==> src/rtl/sprite_compositor_pkg.sv <==
// Shared types and constants for the sprite compositor.
//   - game state encoding, layer IDs, 24-bit colours
//   - per-frame snapshot struct of the game controller outputs
//   - sign-extension helpers for sprite origins
package sprite_compositor_pkg;

    typedef enum logic [1:0] {
        StStart = 2'd0,
        StPlay  = 2'd1,
        StWin   = 2'd2,
        StLose  = 2'd3
    } game_state_e;

    typedef enum logic [2:0] {
        LayerBg         = 3'd0,
        LayerHud        = 3'd1,
        LayerEnemy      = 3'd2,
        LayerPlayer     = 3'd3,
        LayerShield     = 3'd4,
        LayerBadBullet  = 3'd5,
        LayerGoodBullet = 3'd6
    } layer_e;

    localparam logic [23:0] COL_START  = 24'h0000C0;
    localparam logic [23:0] COL_WIN    = 24'h00C000;
    localparam logic [23:0] COL_LOSE   = 24'hC00000;
    localparam logic [23:0] COL_GOOD   = 24'hFFFF00;
    localparam logic [23:0] COL_BAD    = 24'hFF00FF;
    localparam logic [23:0] COL_SHIELD = 24'h00FFFF;
    localparam logic [23:0] COL_PLAYER = 24'h2060FF;
    localparam logic [23:0] COL_ENEMY  = 24'hFF4020;
    localparam logic [23:0] COL_HUD_P  = 24'h00FF00;
    localparam logic [23:0] COL_HUD_E  = 24'hFF0000;
    localparam logic [23:0] COL_BG     = 24'h202020;

    // Shield ring thickness, measured inward from the character box edge.
    localparam int unsigned SHIELD_T = 4;

    typedef struct packed {
        logic [10:0] x;
        logic [9:0]  y;
        logic [1:0]  hp;
        logic        shield;
        logic        squat;
    } char_snap_t;

    typedef struct packed {
        logic [10:0] x;
        logic [9:0]  y;
        logic        ise;
    } bullet_snap_t;

    typedef struct packed {
        game_state_e  state;
        char_snap_t   player;
        char_snap_t   enemy;
        bullet_snap_t good;
        bullet_snap_t bad;
    } snapshot_t;

    function automatic logic [11:0] sext_x(input logic [10:0] v);
        return {v[10], v};
    endfunction

    function automatic logic [11:0] sext_y(input logic [9:0] v);
        return {{2{v[9]}}, v};
    endfunction

endpackage

==> src/rtl/sprite_compositor_if.sv <==
// Pixel stream bundle between the VGA timing source, the compositor and the DAC.
//   i_pix_valid/i_pix_x/i_pix_y : coordinate in (master drives, slave consumes)
//   o_valid/o_r/o_g/o_b/o_layer : resolved colour out (slave drives)
interface sprite_compositor_if;
    logic        i_pix_valid;
    logic [10:0] i_pix_x;
    logic [9:0]  i_pix_y;
    logic        o_valid;
    logic [7:0]  o_r;
    logic [7:0]  o_g;
    logic [7:0]  o_b;
    logic [2:0]  o_layer;

    modport master (
        output i_pix_valid, i_pix_x, i_pix_y,
        input  o_valid, o_r, o_g, o_b, o_layer
    );

    modport slave (
        input  i_pix_valid, i_pix_x, i_pix_y,
        output o_valid, o_r, o_g, o_b, o_layer
    );
endinterface

==> src/rtl/sprite_compositor_box_hit.sv <==
// box_hit: combinational signed rectangle test.
//   i_pix_x/i_pix_y   : unsigned pixel coordinate
//   i_org_x/i_org_y   : signed 12-bit box origin (top-left)
//   i_width/i_height  : box size in pixels
//   o_hit             : pixel lies inside the box
module box_hit (
    input  logic [10:0]        i_pix_x,
    input  logic [9:0]         i_pix_y,
    input  logic signed [11:0] i_org_x,
    input  logic signed [11:0] i_org_y,
    input  logic [11:0]        i_width,
    input  logic [11:0]        i_height,
    output logic               o_hit
);
    logic signed [11:0] w_dx;
    logic signed [11:0] w_dy;

    // Pixel coordinates are non-negative, origins may be off-screen on either side;
    // the 12-bit difference covers every reachable case without wrapping into range.
    assign w_dx = $signed({1'b0, i_pix_x}) - i_org_x;
    assign w_dy = $signed({2'b00, i_pix_y}) - i_org_y;

    assign o_hit = !w_dx[11] && !w_dy[11] &&
                   (12'(w_dx) < i_width) && (12'(w_dy) < i_height);
endmodule

==> src/rtl/sprite_compositor.sv <==
// sprite_compositor: snapshots the game controller outputs at frame start and turns
// each VGA coordinate into an RGB value with fixed layer priority, 2 cycles later.
//   clk, rst_n         : clock, asynchronous active-low reset
//   i_frame_start      : loads the snapshot (pixel in the same cycle uses the old one)
//   pix                : pixel stream bundle (coordinate in, RGB/layer out)
//   i_state, i_player_*, i_enemy_*, i_goodbullet_*, i_badbullet_* : game inputs
// Build option: define HUD_HP_BAR_EN to draw HP bars (layer 1) in PLAY state.
module sprite_compositor
    import sprite_compositor_pkg::*;
#(
    parameter int unsigned SCREEN_W = 640,
    parameter int unsigned SCREEN_H = 480,
    parameter int unsigned CHAR_W   = 64,
    parameter int unsigned CHAR_H   = 96,
    parameter int unsigned BULLET_W = 16,
    parameter int unsigned BULLET_H = 8
) (
    input  logic                clk,
    input  logic                rst_n,
    input  logic                i_frame_start,
    sprite_compositor_if.slave  pix,
    input  logic [1:0]          i_state,
    input  logic [10:0]         i_player_x,
    input  logic [9:0]          i_player_y,
    input  logic [1:0]          i_player_hp,
    input  logic                i_player_shield,
    input  logic                i_player_squat,
    input  logic [10:0]         i_enemy_x,
    input  logic [9:0]          i_enemy_y,
    input  logic [1:0]          i_enemy_hp,
    input  logic                i_enemy_shield,
    input  logic                i_enemy_squat,
    input  logic [10:0]         i_goodbullet_x,
    input  logic [9:0]          i_goodbullet_y,
    input  logic                i_goodbullet_isE,
    input  logic [10:0]         i_badbullet_x,
    input  logic [9:0]          i_badbullet_y,
    input  logic                i_badbullet_isE
);
    localparam logic [11:0] BOX_W     = 12'(CHAR_W);
    localparam logic [11:0] FULL_H    = 12'(CHAR_H);
    localparam logic [11:0] SQUAT_OFS = 12'(CHAR_H / 2);
    localparam logic [11:0] SQUAT_H   = 12'(CHAR_H - CHAR_H / 2);
    localparam logic [11:0] INSET     = 12'(SHIELD_T);
    localparam logic [11:0] INSET2    = 12'(2 * SHIELD_T);

    // ---------------- snapshot ----------------
    snapshot_t r_snap;
    snapshot_t w_snap_in;

    always_comb begin
        w_snap_in              = '0;
        w_snap_in.state        = game_state_e'(i_state);
        w_snap_in.player.x     = i_player_x;
        w_snap_in.player.y     = i_player_y;
        w_snap_in.player.hp    = i_player_hp;
        w_snap_in.player.shield = i_player_shield;
        w_snap_in.player.squat = i_player_squat;
        w_snap_in.enemy.x      = i_enemy_x;
        w_snap_in.enemy.y      = i_enemy_y;
        w_snap_in.enemy.hp     = i_enemy_hp;
        w_snap_in.enemy.shield = i_enemy_shield;
        w_snap_in.enemy.squat  = i_enemy_squat;
        w_snap_in.good.x       = i_goodbullet_x;
        w_snap_in.good.y       = i_goodbullet_y;
        w_snap_in.good.ise     = i_goodbullet_isE;
        w_snap_in.bad.x        = i_badbullet_x;
        w_snap_in.bad.y        = i_badbullet_y;
        w_snap_in.bad.ise      = i_badbullet_isE;
    end

    always_ff @(posedge clk or negedge rst_n) begin
        if (!rst_n) begin
            r_snap <= '0;
        end else if (i_frame_start) begin
            r_snap <= w_snap_in;
        end
    end

    // ---------------- box geometry ----------------
    logic signed [11:0] w_p_ox, w_p_oy, w_e_ox, w_e_oy;
    logic signed [11:0] w_pi_ox, w_pi_oy, w_ei_ox, w_ei_oy;
    logic [11:0]        w_p_h, w_e_h, w_pi_h, w_ei_h;

    // A squatting character keeps its feet: only the lower half of the box remains.
    always_comb begin
        w_p_ox  = sext_x(r_snap.player.x);
        w_p_oy  = sext_y(r_snap.player.y) + (r_snap.player.squat ? SQUAT_OFS : 12'd0);
        w_p_h   = r_snap.player.squat ? SQUAT_H : FULL_H;
        w_e_ox  = sext_x(r_snap.enemy.x);
        w_e_oy  = sext_y(r_snap.enemy.y) + (r_snap.enemy.squat ? SQUAT_OFS : 12'd0);
        w_e_h   = r_snap.enemy.squat ? SQUAT_H : FULL_H;
        w_pi_ox = w_p_ox + INSET;
        w_pi_oy = w_p_oy + INSET;
        w_pi_h  = w_p_h - INSET2;
        w_ei_ox = w_e_ox + INSET;
        w_ei_oy = w_e_oy + INSET;
        w_ei_h  = w_e_h - INSET2;
    end

    logic w_p_out, w_p_in, w_e_out, w_e_in, w_good_hit, w_bad_hit;

    box_hit u_player_box (
        .i_pix_x(pix.i_pix_x), .i_pix_y(pix.i_pix_y), .i_org_x(w_p_ox), .i_org_y(w_p_oy),
        .i_width(BOX_W), .i_height(w_p_h), .o_hit(w_p_out)
    );
    box_hit u_player_inner (
        .i_pix_x(pix.i_pix_x), .i_pix_y(pix.i_pix_y), .i_org_x(w_pi_ox), .i_org_y(w_pi_oy),
        .i_width(BOX_W - INSET2), .i_height(w_pi_h), .o_hit(w_p_in)
    );
    box_hit u_enemy_box (
        .i_pix_x(pix.i_pix_x), .i_pix_y(pix.i_pix_y), .i_org_x(w_e_ox), .i_org_y(w_e_oy),
        .i_width(BOX_W), .i_height(w_e_h), .o_hit(w_e_out)
    );
    box_hit u_enemy_inner (
        .i_pix_x(pix.i_pix_x), .i_pix_y(pix.i_pix_y), .i_org_x(w_ei_ox), .i_org_y(w_ei_oy),
        .i_width(BOX_W - INSET2), .i_height(w_ei_h), .o_hit(w_e_in)
    );
    box_hit u_good_box (
        .i_pix_x(pix.i_pix_x), .i_pix_y(pix.i_pix_y),
        .i_org_x(sext_x(r_snap.good.x)), .i_org_y(sext_y(r_snap.good.y)),
        .i_width(12'(BULLET_W)), .i_height(12'(BULLET_H)), .o_hit(w_good_hit)
    );
    box_hit u_bad_box (
        .i_pix_x(pix.i_pix_x), .i_pix_y(pix.i_pix_y),
        .i_org_x(sext_x(r_snap.bad.x)), .i_org_y(sext_y(r_snap.bad.y)),
        .i_width(12'(BULLET_W)), .i_height(12'(BULLET_H)), .o_hit(w_bad_hit)
    );

    logic w_shield_hit;
    assign w_shield_hit = (r_snap.player.shield && w_p_out && !w_p_in) ||
                          (r_snap.enemy.shield && w_e_out && !w_e_in);

`ifdef HUD_HP_BAR_EN
    logic        w_hud_p, w_hud_e;
    logic [11:0] w_px12, w_hud_p_hi, w_hud_e_lo;

    // hp=0 gives an empty interval, so no bar is drawn.
    always_comb begin
        w_px12     = {1'b0, pix.i_pix_x};
        w_hud_p_hi = 12'd16 + {5'd0, r_snap.player.hp, 5'd0};
        w_hud_e_lo = 12'(SCREEN_W - 16) - {5'd0, r_snap.enemy.hp, 5'd0};
        w_hud_p    = (pix.i_pix_y >= 10'd8) && (pix.i_pix_y <= 10'd15) &&
                     (w_px12 >= 12'd16) && (w_px12 < w_hud_p_hi);
        w_hud_e    = (pix.i_pix_y >= 10'd8) && (pix.i_pix_y <= 10'd15) &&
                     (w_px12 >= w_hud_e_lo) && (w_px12 < 12'(SCREEN_W - 16));
    end
`else
    logic w_unused_hp;
    assign w_unused_hp = ^{r_snap.player.hp, r_snap.enemy.hp};
`endif

    logic w_unused_cfg;
    assign w_unused_cfg = ^{32'(SCREEN_W), 32'(SCREEN_H)};

    // ---------------- stage 1: hit flags ----------------
    logic        r_s1_valid, r_s1_good, r_s1_bad, r_s1_shield, r_s1_player, r_s1_enemy;
    game_state_e r_s1_state;
`ifdef HUD_HP_BAR_EN
    logic        r_s1_hud_p, r_s1_hud_e;
`endif

    // State travels with the pixel so a same-cycle frame_start cannot retint it.
    always_ff @(posedge clk or negedge rst_n) begin
        if (!rst_n) begin
            r_s1_valid  <= 1'b0;
            r_s1_state  <= StStart;
            r_s1_good   <= 1'b0;
            r_s1_bad    <= 1'b0;
            r_s1_shield <= 1'b0;
            r_s1_player <= 1'b0;
            r_s1_enemy  <= 1'b0;
`ifdef HUD_HP_BAR_EN
            r_s1_hud_p  <= 1'b0;
            r_s1_hud_e  <= 1'b0;
`endif
        end else begin
            r_s1_valid  <= pix.i_pix_valid;
            r_s1_state  <= r_snap.state;
            r_s1_good   <= w_good_hit && r_snap.good.ise;
            r_s1_bad    <= w_bad_hit && r_snap.bad.ise;
            r_s1_shield <= w_shield_hit;
            r_s1_player <= w_p_out;
            r_s1_enemy  <= w_e_out;
`ifdef HUD_HP_BAR_EN
            r_s1_hud_p  <= w_hud_p;
            r_s1_hud_e  <= w_hud_e;
`endif
        end
    end

    // ---------------- stage 2: priority resolve ----------------
    logic [23:0] w_rgb;
    layer_e      w_layer;

    always_comb begin
        w_rgb   = 24'd0;
        w_layer = LayerBg;
        if (r_s1_valid) begin
            case (r_s1_state)
                StStart: w_rgb = COL_START;
                StWin:   w_rgb = COL_WIN;
                StLose:  w_rgb = COL_LOSE;
                default: begin
                    w_rgb = COL_BG;
                    if (r_s1_good) begin
                        w_rgb = COL_GOOD;   w_layer = LayerGoodBullet;
                    end else if (r_s1_bad) begin
                        w_rgb = COL_BAD;    w_layer = LayerBadBullet;
                    end else if (r_s1_shield) begin
                        w_rgb = COL_SHIELD; w_layer = LayerShield;
                    end else if (r_s1_player) begin
                        w_rgb = COL_PLAYER; w_layer = LayerPlayer;
                    end else if (r_s1_enemy) begin
                        w_rgb = COL_ENEMY;  w_layer = LayerEnemy;
`ifdef HUD_HP_BAR_EN
                    end else if (r_s1_hud_p) begin
                        w_rgb = COL_HUD_P;  w_layer = LayerHud;
                    end else if (r_s1_hud_e) begin
                        w_rgb = COL_HUD_E;  w_layer = LayerHud;
`endif
                    end
                end
            endcase
        end
    end

    logic        r_valid;
    logic [23:0] r_rgb;
    layer_e      r_layer;

    always_ff @(posedge clk or negedge rst_n) begin
        if (!rst_n) begin
            r_valid <= 1'b0;
            r_rgb   <= 24'd0;
            r_layer <= LayerBg;
        end else begin
            r_valid <= r_s1_valid;
            r_rgb   <= w_rgb;
            r_layer <= w_layer;
        end
    end

    assign pix.o_valid = r_valid;
    assign pix.o_r     = r_rgb[23:16];
    assign pix.o_g     = r_rgb[15:8];
    assign pix.o_b     = r_rgb[7:0];
    assign pix.o_layer = r_layer;

endmodule

==> src/flat_wrapper.sv <==
// flat-port wrapper written by rule: the top's interface ports become plain ports
module sprite_compositor_flat import sprite_compositor_pkg::*;
#(
    parameter int unsigned SCREEN_W = 640,
    parameter int unsigned SCREEN_H = 480,
    parameter int unsigned CHAR_W   = 64,
    parameter int unsigned CHAR_H   = 96,
    parameter int unsigned BULLET_W = 16,
    parameter int unsigned BULLET_H = 8
)
  (clk, rst_n, i_frame_start, i_state, i_player_x, i_player_y, i_player_hp, i_player_shield, i_player_squat, i_enemy_x, i_enemy_y, i_enemy_hp, i_enemy_shield, i_enemy_squat, i_goodbullet_x, i_goodbullet_y, i_goodbullet_isE, i_badbullet_x, i_badbullet_y, i_badbullet_isE, pix_i_pix_valid, pix_i_pix_x, pix_i_pix_y, pix_o_valid, pix_o_r, pix_o_g, pix_o_b, pix_o_layer);
  sprite_compositor_if pix_i ();
  input  logic clk;
  input  logic rst_n;
  input  logic i_frame_start;
  input  logic [1:0] i_state;
  input  logic [10:0] i_player_x;
  input  logic [9:0] i_player_y;
  input  logic [1:0] i_player_hp;
  input  logic i_player_shield;
  input  logic i_player_squat;
  input  logic [10:0] i_enemy_x;
  input  logic [9:0] i_enemy_y;
  input  logic [1:0] i_enemy_hp;
  input  logic i_enemy_shield;
  input  logic i_enemy_squat;
  input  logic [10:0] i_goodbullet_x;
  input  logic [9:0] i_goodbullet_y;
  input  logic i_goodbullet_isE;
  input  logic [10:0] i_badbullet_x;
  input  logic [9:0] i_badbullet_y;
  input  logic i_badbullet_isE;
  input wire logic [$bits(pix_i.i_pix_valid)-1:0] pix_i_pix_valid;
  input wire logic [$bits(pix_i.i_pix_x)-1:0] pix_i_pix_x;
  input wire logic [$bits(pix_i.i_pix_y)-1:0] pix_i_pix_y;
  output wire logic [$bits(pix_i.o_valid)-1:0] pix_o_valid;
  output wire logic [$bits(pix_i.o_r)-1:0] pix_o_r;
  output wire logic [$bits(pix_i.o_g)-1:0] pix_o_g;
  output wire logic [$bits(pix_i.o_b)-1:0] pix_o_b;
  output wire logic [$bits(pix_i.o_layer)-1:0] pix_o_layer;
  assign pix_i.i_pix_valid = pix_i_pix_valid;
  assign pix_i.i_pix_x = pix_i_pix_x;
  assign pix_i.i_pix_y = pix_i_pix_y;
  assign pix_o_valid = pix_i.o_valid;
  assign pix_o_r = pix_i.o_r;
  assign pix_o_g = pix_i.o_g;
  assign pix_o_b = pix_i.o_b;
  assign pix_o_layer = pix_i.o_layer;
  sprite_compositor #(.SCREEN_W(SCREEN_W), .SCREEN_H(SCREEN_H), .CHAR_W(CHAR_W), .CHAR_H(CHAR_H), .BULLET_W(BULLET_W), .BULLET_H(BULLET_H)) u_core (.clk(clk), .rst_n(rst_n), .i_frame_start(i_frame_start), .pix(pix_i), .i_state(i_state), .i_player_x(i_player_x), .i_player_y(i_player_y), .i_player_hp(i_player_hp), .i_player_shield(i_player_shield), .i_player_squat(i_player_squat), .i_enemy_x(i_enemy_x), .i_enemy_y(i_enemy_y), .i_enemy_hp(i_enemy_hp), .i_enemy_shield(i_enemy_shield), .i_enemy_squat(i_enemy_squat), .i_goodbullet_x(i_goodbullet_x), .i_goodbullet_y(i_goodbullet_y), .i_goodbullet_isE(i_goodbullet_isE), .i_badbullet_x(i_badbullet_x), .i_badbullet_y(i_badbullet_y), .i_badbullet_isE(i_badbullet_isE));
endmodule
==> config.mk <==
export PLATFORM = sky130hd
export DESIGN_NAME = sprite_compositor_flat
export DESIGN_NICKNAME = d
export VERILOG_FILES = /design/src/rtl/sprite_compositor_pkg.sv /design/src/rtl/sprite_compositor_if.sv /design/src/rtl/sprite_compositor_box_hit.sv /design/src/rtl/sprite_compositor.sv /design/src/flat_wrapper.sv
export SDC_FILE = /design/constraint.sdc
export NUM_CORES = 1
export LEC_CHECK = 0
export CELL_PAD_IN_SITES_DETAIL_PLACEMENT = 1
export CELL_PAD_IN_SITES_GLOBAL_PLACEMENT = 1
export CORE_UTILIZATION = 38
export CTS_CLUSTER_SIZE = 24
export DETAILED_ROUTE_END_ITERATION = 10
export PLACE_DENSITY = 0.79
export SYNTH_ARGS = -nofsm -noshare
export SYNTH_HDL_FRONTEND = slang
export SYNTH_SLANG_ARGS = --single-unit
==> constraint.sdc <==
create_clock -name clk -period 3.31 [get_ports clk]
set_input_delay 0.8275 -clock clk [delete_from_list [all_inputs] [get_ports clk]]
set_output_delay 0.8275 -clock clk [all_outputs]
set_load 0.03 [all_outputs]
==> parameters.txt, run 1 <==
Parameter                              Value

Placement
  Cell area reported after detailed placement ... between 10000 and 15000 um^2
  Post-detailed-placement half-perimeter wirelength ... 25400 um
  Dpl cells ... between 1500 and 2000
  RePlAce Congestion ... between 0.9 and 1
  DP Worst Slack ... -1490 ps
  Number of buffers inserted by port buffering ... about 140

Synth
  Main area contributors after synthesis ... dfrtp_1 29%, ha_1 21%, inv_1 6.8%
  Post-synthesis adder-cell area fraction ... a little over a fifth
  Main combinational cell family by area after synthesis ... adder cells
  Top cell types by occurrence after synthesis ... 182 x inv_1, 166 x ha_1, 114 x dfrtp_1, 104 x nand2_1, 88 x o21ai_0
  Compound-Gate Fraction of Synth Area ... between 10% and 20%
  Synth Area in XOR/XNOR ... between 4 and 5%
  Share of flip-flops with an asynchronous set or reset ... between 90% and 100%
  Primary FF master, synth ... dfrtp_1
  Most frequently used cell type in the post-synthesis netlist ... inv_1
  Most area-hungry cell type in the Yosys netlist ... dfrtp_1
  Yosys cell types ... 70
  Portion of netlist area occupied by mux cells ... between 3 and 4%
  Number of synthesis warnings ... 0
  Flip-flop and latch count after synthesis ... between 100 and 150
  Share of synthesized cell area in and, or, nand and nor gates ... about 14%
  Area share of the leading cell type in the synthesized netlist ... 28.6%
  Mapped Area ... about 10000 um^2
  Mean area per synthesized cell ... ~8.6 um^2
  Sequential area share after synthesis ... between 20% and 30%
  Post-synth EDFFs ... 0
  Number of cells produced by synthesis ... 1155
  Post-synth net total ... 1448

Timing
  Final Max Tran Viols ... 0
  RSZ-0062 raised after global routing ... yes
  Total of endpoints with negative setup slack in the final report ... 3
  Fin crit share ... 126%
  Worst max-slew margin expressed relative to the limit ... a little under three fifths
  Final WS setup ... -872 ps
  Achievable clock frequency ... 239 MHz
  Clk_skew ... 8.77 ps
  Final Critical Period ... 4180 ps
  TNS Setup ... -1350 ps
  Count of endpoints failing hold in the final timing report ... 0
  Minimum hold slack ... approximately 380 ps
  Transition time of the tightest slew-check pin ... 673 ps

Clocking
  Clock Tree Root ... clkbuf_16
  Deepest level of the CTS H-tree ... 4
  Hold buffer count at CTS ... 0
  Insertion delay of the later-clocked pin in the worst-skew pair ... around 430 ps
  Number of clock sinks ... 114
  Number of buffers on the longest clock path ... 2
  CTS Buf Count ... 17
  Clock tree from TritonCTS ... done
  Clock-pin transition on the worst setup and hold timing paths ... around 60 ps

Worst setup path
  Data required time at the worst endpoint ... ~3600 ps
  Critical path endpoint category ... flop
  Slowest cell on the critical path ... fa_1
  Startpoint type of the worst setup path ... input pin
  Delay of the slowest cell on the worst path ... about 570 ps
  Type of the worst setup path ... in2reg
  Critical Path, Cell by Cell ... buf_8 > buf_6 > fa_1 > inv_1 > a31oi_2 > nor2b_1 > nor2_1 > nor2b_1 > o21a_1 > nor2_1 > ha_1 > a21o_1 > a221oi_2 > o2111ai_1 > a2111oi_1 > o311a_1 > o41ai_2
  CP max FO ... 3
  Data arrival time at the worst-slack endpoint ... approximately 4500 ps

GRT
  Number of antenna violations at the first check in global routing ... 0
  Total global routing track utilization ... 26.1%
  Remaining Overflow, GRT ... 0
  Number of global-route vias before repair ... between 10000 and 15000
  Global-route wire length before repair ... ~54000 um
  Largest net degree at the start of global routing ... 76

Power
  Cell Pwr Density ... just under 500 nW/um^2
  Net switching fraction of the power ... between 30% and 40%
  Sequential power share ... 22.1%
  Combinational power share ... between 40% and 50%
  Overall power consumption ... between 7 and 8 mW
  Switching component of the power ... between 2 and 3 mW
  Part of the total power dissipated in the clock network ... 29.9%
  Peak ir drop on the vdd network ... approximately 0.25 mV
  Int Pwr ... between 4 and 5 mW
  Static Leak ... around 6.9 nW

Drt
  Remaining antenna violation count ... 0
  Via count ... ~10000
  DRC violation total after the first TritonRoute iteration ... 514
  Iteration count of the initial detailed-routing pass ... 5
  Number of remaining DRC errors ... 0
  Number of vias per cell after detailed routing ... 5.44
  Drt wl/cell ... approximately 20 um
  Wire length after detailed routing ... between 30000 and 40000 um

Min path
  Class of the most critical hold timing path ... reg2reg

Outcome
  Result of the run ... complete, but fails checks
  Violations in the final reports ... setup timing

Final layout
  Layout overhead on the synthesized area ... 45.1%
  Post-route insts no fill ... around 1800
  Final net count ... 1789
  Antenna diode count ... 0
  Fraction of layout cells with a size suffix above 1 ... between 20% and 30%
  Design area ... 14500 um^2
  Number of filler instances in the final layout ... 2885
  Util after Layout ... 56.9%

Floorplanning
  I/O pin count ... roughly 150
  Die ar. ... 26900 um^2
  Core Box Area ... between 20000 and 30000 um^2
  Y dimension of the die ... 164 um
  Die outline width ... 164 um
  Row Count ... a little under 60
  Effective utilization at floorplan ... between 30% and 40%

Flow run
  Max-cap violations ... 0
[per-layer routing]
metal,GRT usage [%],up-vias,part of all wire (%)
met5,0,-,0
met4,9.68,0,4.4
met3,3.61,103,3.6
met2,46.2,290,49
met1,32.0,4930,43
li1,-,4679,-
[layout by cell type (no fill, tap or decap), types with 8 or more instances in the layout]
master	Yosys	layout
ha_2	0	8
ha_1	166	144
a31oi_1	17	15
ha_4	0	14
o21a_1	9	9
nand2_1	104	104
nor2_1	60	56
xnor2_1	30	28
nand3_1	21	20
buf_4	14	205
a21oi_1	50	39
a21o_1	18	18
clkbuf_16	0	17
nand2b_1	13	11
clkdlybuf4s50_1	0	133
inv_1	182	177
xor2_1	20	18
mux2_2	28	28
nor3_1	36	32
a21oi_2	0	10
o21ai_0	88	86
dfrtp_1	114	113
nand4_1	8	8
[layout make-up]
cell class	instances	area (um^2)	share of cell area [%]
Clock inverter	14	225	1.55
Clock buffer	18	429	2.96
Tap cell	330	413	2.85
Sequential cell	114	2850	19.7
Inverter	182	686	4.73
Multi-Input combinational cell	825	6800	46.9
Timing Repair Buffer	356	3090	21.3
[kinds of logic after synthesis]
| logic type | Yosys count |
|---|---|
| compound gates | 273 |
| mux | 36 |
| flops | 114 |
| buf+inv | 216 |
| xor+xnor | 50 |
| simple gates | 294 |
| fa+ha+maj | 172 |
[critical path: cells and delay by family]
family / cells / cell delay (ps)
compound gates: 8 / 1940
fa+ha+maj: 2 / 860
simple gates: 4 / 550
buf+inv: 3 / 280
[power groups by stage]
stage                     clock, mW  combinational, mW  sequential, mW
final                          2.14               3.44            1.58
after global placement            0               2.75            1.59
after global routing           2.21               3.69            1.59
after floorplan                   0               1.65            1.60
after detailed placement          0               2.90            1.60
after CTS                      2.15               3.12            1.58
[path summary, 6_finish.rpt]
check | end | from | cells past startpoint | slack [ps]
setup / recovery | u_core.r_s1_shield$_DFF_PN0_ | pix_i_pix_y[2] | 17 | -870
hold / removal | u_core.r_s1_state[1]$_DFF_PN0_ | u_core.r_snap[95]$_DFFE_PN0P_ | 0 | 380
setup reg to reg | u_core.r_s1_shield$_DFF_PN0_ | u_core.r_snap[44]$_DFFE_PN0P_ | 14 | -860
hold reg to reg | u_core.r_s1_state[1]$_DFF_PN0_ | u_core.r_snap[95]$_DFFE_PN0P_ | 0 | 380
max in group asynchronous | u_core.r_snap[29]$_DFFE_PN0P_ | rst_n | 2 | 2170
min in group asynchronous | u_core.r_snap[17]$_DFFE_PN0P_ | rst_n | 1 | 420
[timing repair]
| item | CTS | global route |
|---|---|---|
| cloned | 0 | 0 |
| setup buffers | 5 | 5 |
| endpoints found under the setup margin | 5 | 5 |
| resized for setup | 85 | 43 |
| pin swaps | 35 | 24 |
[sequential cells by signal, summed over array words and instances, names as in the netlist]
| name | count |
|---|---|
| u_core.r_s1_enemy | 1 |
| u_core.r_s1_good | 1 |
| u_core.r_snap | 92 |
| u_core.r_s1_shield | 1 |
| u_core.r_s1_valid | 1 |
| u_core.r_rgb | 10 |
| u_core.pix.o_valid | 1 |
| u_core.r_s1_bad | 1 |
| u_core.r_s1_player | 1 |
| u_core.pix.o_layer | 3 |
| u_core.r_s1_state | 2 |
Note: power is estimated with default switching activity, not from simulation.
==> run 2, diff against run 1 <==
--- a/config.mk
+++ b/config.mk
@@ -8,9 +8,10 @@
 export CELL_PAD_IN_SITES_DETAIL_PLACEMENT = 1
 export CELL_PAD_IN_SITES_GLOBAL_PLACEMENT = 1
-export CORE_UTILIZATION = 38
+export CORE_UTILIZATION = 41
 export CTS_CLUSTER_SIZE = 24
 export DETAILED_ROUTE_END_ITERATION = 10
-export PLACE_DENSITY = 0.79
+export PLACE_DENSITY = 0.81
 export SYNTH_ARGS = -nofsm -noshare
 export SYNTH_HDL_FRONTEND = slang
+export SYNTH_HIERARCHICAL = 1
 export SYNTH_SLANG_ARGS = --single-unit
==> constraint.sdc (replaced) <==
create_clock -name clk -period 3.31 [get_ports clk]
set_input_delay 0.8275 -clock clk [delete_from_list [all_inputs] [get_ports clk]]
set_output_delay 0.8275 -clock clk [all_outputs]
set_load 0.005 [all_outputs]
==> run 2 against run 1 <==
Compared with the run above:
- the run still ends with setup timing left
- cell area grew 46%
- first-iteration DRC count grew 100%
- power grew 47%
- flip-flop and latch count is the same
- hold slack lost 140 ps
- highest routed layer unchanged
==> parameters.txt, run 2 <==
Parameter                              Value

Outcome
  Result of the run ... complete, but fails checks
  Violations in the final reports ... setup timing

Final layout
  Fraction of layout cells with a size suffix above 1 ... ~29%
  Final net count ... between 2000 and 3000
  Most frequent cells in the layout ... 377 x buf_4, 304 x inv_1, 249 x ha_1, 134 x conb_1, 131 x clkdlybuf4s50_1
  Util after Layout ... roughly three fifths
  Max reg flops ... 92
  Post-route insts no fill ... 2844
  Design area ... 21200 um^2
  Layout overhead on the synthesized area ... 45.9%
  Largest reg by FF count ... u_core/r_snap
  Most frequent standard cell in the layout excluding fill and tap cells ... buf_4

Power
  Net switching fraction of the power ... between 40 and 50%
  Cell Pwr Density ... 498 nW/um^2
  Part of the total power dissipated in the clock network ... around a fifth
  Static Leak ... 10.3 nW
  Overall power consumption ... 10.5 mW
  Sequential power share ... between 10% and 20%
  Int Pwr ... a little under 6 mW
  Peak ir drop on the vdd network ... 0.360 mV
  Switching component of the power ... between 4 and 5 mW
  Combinational power share ... between 60 and 70%

Worst setup path
  Data arrival time at the worst-slack endpoint ... ~5500 ps
  Critical register-to-register path endpoint ... u_core/r_s1_shield$_DFF_PN0_
  CP most frequent cell ... o21ai_1
  Slowest cell on the critical path ... or4_4
  Worst setup path startpoint ... u_core/r_snap[60]$_DFFE_PN0P_
  Startpoint of the most critical register-to-register path ... u_core/r_snap[60]$_DFFE_PN0P_
  Type of the worst setup path ... reg2reg
  Delay of the slowest cell on the worst path ... ~600 ps
  CP max FO ... 4
  Startpoint type of the worst setup path ... flop
  Critical path endpoint category ... flop
  Depth of the worst register-to-register path ... 19
  Register-to-register setup slack ... -1820 ps
  Data required time at the worst endpoint ... between 3000 and 4000 ps
  Critical Path, Cell by Cell ... buf_4 > nand3_1 > xnor2_1 > inv_1 > ha_1 > o21ai_1 > nor2b_1 > a21oi_1 > a21oi_1 > o21ai_1 > xor2_1 > ha_1 > nand3_1 > nand2_1 > a211oi_1 > o21ai_1 > or4_4 > nor3_4 > o22ai_2

Drt
  DRC violation total after the first TritonRoute iteration ... between 1000 and 1500
  Drt wl/cell ... 26.7 um
  Wire length after detailed routing ... about 76000 um
  Number of remaining DRC errors ... 0
  Iteration count of the initial detailed-routing pass ... 8
  Number of vias per cell after detailed routing ... 5.95
  Remaining antenna violation count ... 0
  Via count ... 16900

Timing
  Total of endpoints with negative setup slack in the final report ... 5
  Final Critical Period ... slightly above 5000 ps
  Transition time of the tightest slew-check pin ... 995 ps
  Final WS setup ... -1820 ps
  RSZ-0062 raised after global routing ... yes
  Clk_skew ... 26.2 ps
  Count of endpoints failing hold in the final timing report ... 0
  Minimum hold slack ... ~240 ps
  Achievable clock frequency ... 195 MHz
  TNS Setup ... -6060 ps
  Worst max-slew margin expressed relative to the limit ... between 30% and 40%
  Final Max Tran Viols ... 0
  Fin crit share ... 155%

Placement
  Post-detailed-placement half-perimeter wirelength ... between 40000 and 50000 um
  Number of buffers inserted by port buffering ... ~140
  Dpl cells ... around 2800
  RePlAce Congestion ... 0.919
  DP Worst Slack ... -1680 ps
  Cell area reported after detailed placement ... between 15000 and 20000 um^2

Synth
  Flip-flop and latch count after synthesis ... 114
  Area share of the leading cell type in the synthesized netlist ... between 20% and 30%
  Mean area per synthesized cell ... around 8.5 um^2
  Main area contributors after synthesis ... ha_1 23%, dfrtp_1 20%, inv_1 8.2%
  Number of cells produced by synthesis ... approximately 1700
  Mapped Area ... roughly 15000 um^2
  Number of synthesis warnings ... 6
  Post-synth EDFFs ... 0
  Most area-hungry cell type in the Yosys netlist ... ha_1
  Sequential area share after synthesis ... between 10% and 20%
  Share of flip-flops with an asynchronous set or reset ... 100%
  Yosys cell types ... 64
  Most frequently used cell type in the post-synthesis netlist ... inv_1
  Top cell types by occurrence after synthesis ... 318 x inv_1, 266 x ha_1, 118 x a21oi_1, 114 x dfrtp_1, 91 x xnor2_1
  Primary FF master, synth ... dfrtp_1

Clocking
  Clock tree from TritonCTS ... done
  Number of buffers on the longest clock path ... 2
  Clock Tree Root ... clkbuf_16
  Insertion delay of the later-clocked pin in the worst-skew pair ... around 500 ps
  Number of clock sinks ... ~110
  Deepest level of the CTS H-tree ... 4
  CTS Buf Count ... 17
  Clock-pin transition on the worst setup and hold timing paths ... around 90 ps
  Hold buffer count at CTS ... 0

GRT
  Largest net degree at the start of global routing ... 65
  Remaining Overflow, GRT ... 0
  Number of global-route vias before repair ... between 15000 and 20000
  Number of antenna violations at the first check in global routing ... 3
  Total global routing track utilization ... around 37%
  Global-route wire length before repair ... 101000 um

Floorplanning
  Effective utilization at floorplan ... 41.8%
  Y dimension of the die ... 190 um
  Row Count ... a little under 70
  Die outline width ... 190 um
  Core Box Area ... between 30000 and 40000 um^2
  Die ar. ... ~36000 um^2
  I/O pin count ... 149

Min path
  Class of the most critical hold timing path ... in2async

Flow run
  Max-cap violations ... 0
[run 2: worst max-delay path: cells and delay by family, from the launching register on]
family,cells,cell delay (ps)
xor gates and xnor gates,2,840
adders and majority gates,2,660
AOI/OAI and AO/OA,7,1330
buffers and inverters,2,340
and+or+nand+nor,6,1410
DFF,1,450
[run 2: worst max path at each step]
stage	endpoint	slack (ps)	cells after the start
finish	u_core/r_s1_shield$_DFF_PN0_	-1820	19
global route	u_core/r_s1_shield$_DFF_PN0_	-1810	19
CTS	u_core/r_s1_shield$_DFF_PN0_	-1360	20
detailed placement	u_core/r_s1_shield$_DFF_PN0_	-1680	19
global placement	u_core/r_s1_shield$_DFF_PN0_	-1470	19
floorplan	u_core/r_s1_shield$_DFF_PN0_	-900	21
[run 2: repair_timing]
action                                  4_1_cts  5_1_grt
gates resized for setup                      69       85
endpoints found under the setup margin        5        5
cloned                                        0        0
pin swaps                                    39       70
buffers inserted                             12       13
[run 2: power groups by stage]
| stage | Clock, mW | Sequential [mW] | Combinational, mW |
|---|---|---|---|
| floorplan | 0 | 1.65 | 3.23 |
| global placement | 0 | 1.68 | 5.01 |
| detailed placement | 0 | 1.69 | 5.49 |
| CTS | 2.07 | 1.67 | 5.80 |
| global route | 2.16 | 1.71 | 7.06 |
| finish | 2.09 | 1.69 | 6.75 |
[run 2: cell families after synthesis]
kind of cell | after synthesis | share of synthesized area [%]
other | 2 | 0.0518
adder cells (fa/ha/maj) | 280 | 24.9
AND/OR/NAND/NOR | 332 | 11.8
multiplexers | 82 | 6.36
XOR/XNOR | 136 | 8.57
AO/OA/AOI/OAI | 421 | 19.4
buffers and inverters | 344 | 9.31
flip-flops | 114 | 19.7
[run 2: layout make-up]
| class | count | area (um^2) |
|---|---|---|
| tap | 455 | 569 |
| inverter | 318 | 1200 |
| timing repair buffer | 537 | 4530 |
| sequential | 114 | 2850 |
| clock buffer | 18 | 439 |
| fill | 4038 | 13500 |
| antenna | 3 | 7.51 |
| clock inverter | 14 | 176 |
| multi-input combinational | 1385 | 11400 |
[run 2: routing by layer]
metal,part of all wire (%),track usage [%],vias up
li1,-,-,7100
met1,35,36.0,8220
met2,48,66.8,1047
met3,7.9,7.90,564
met4,9.4,27.9,0
met5,0,0,-
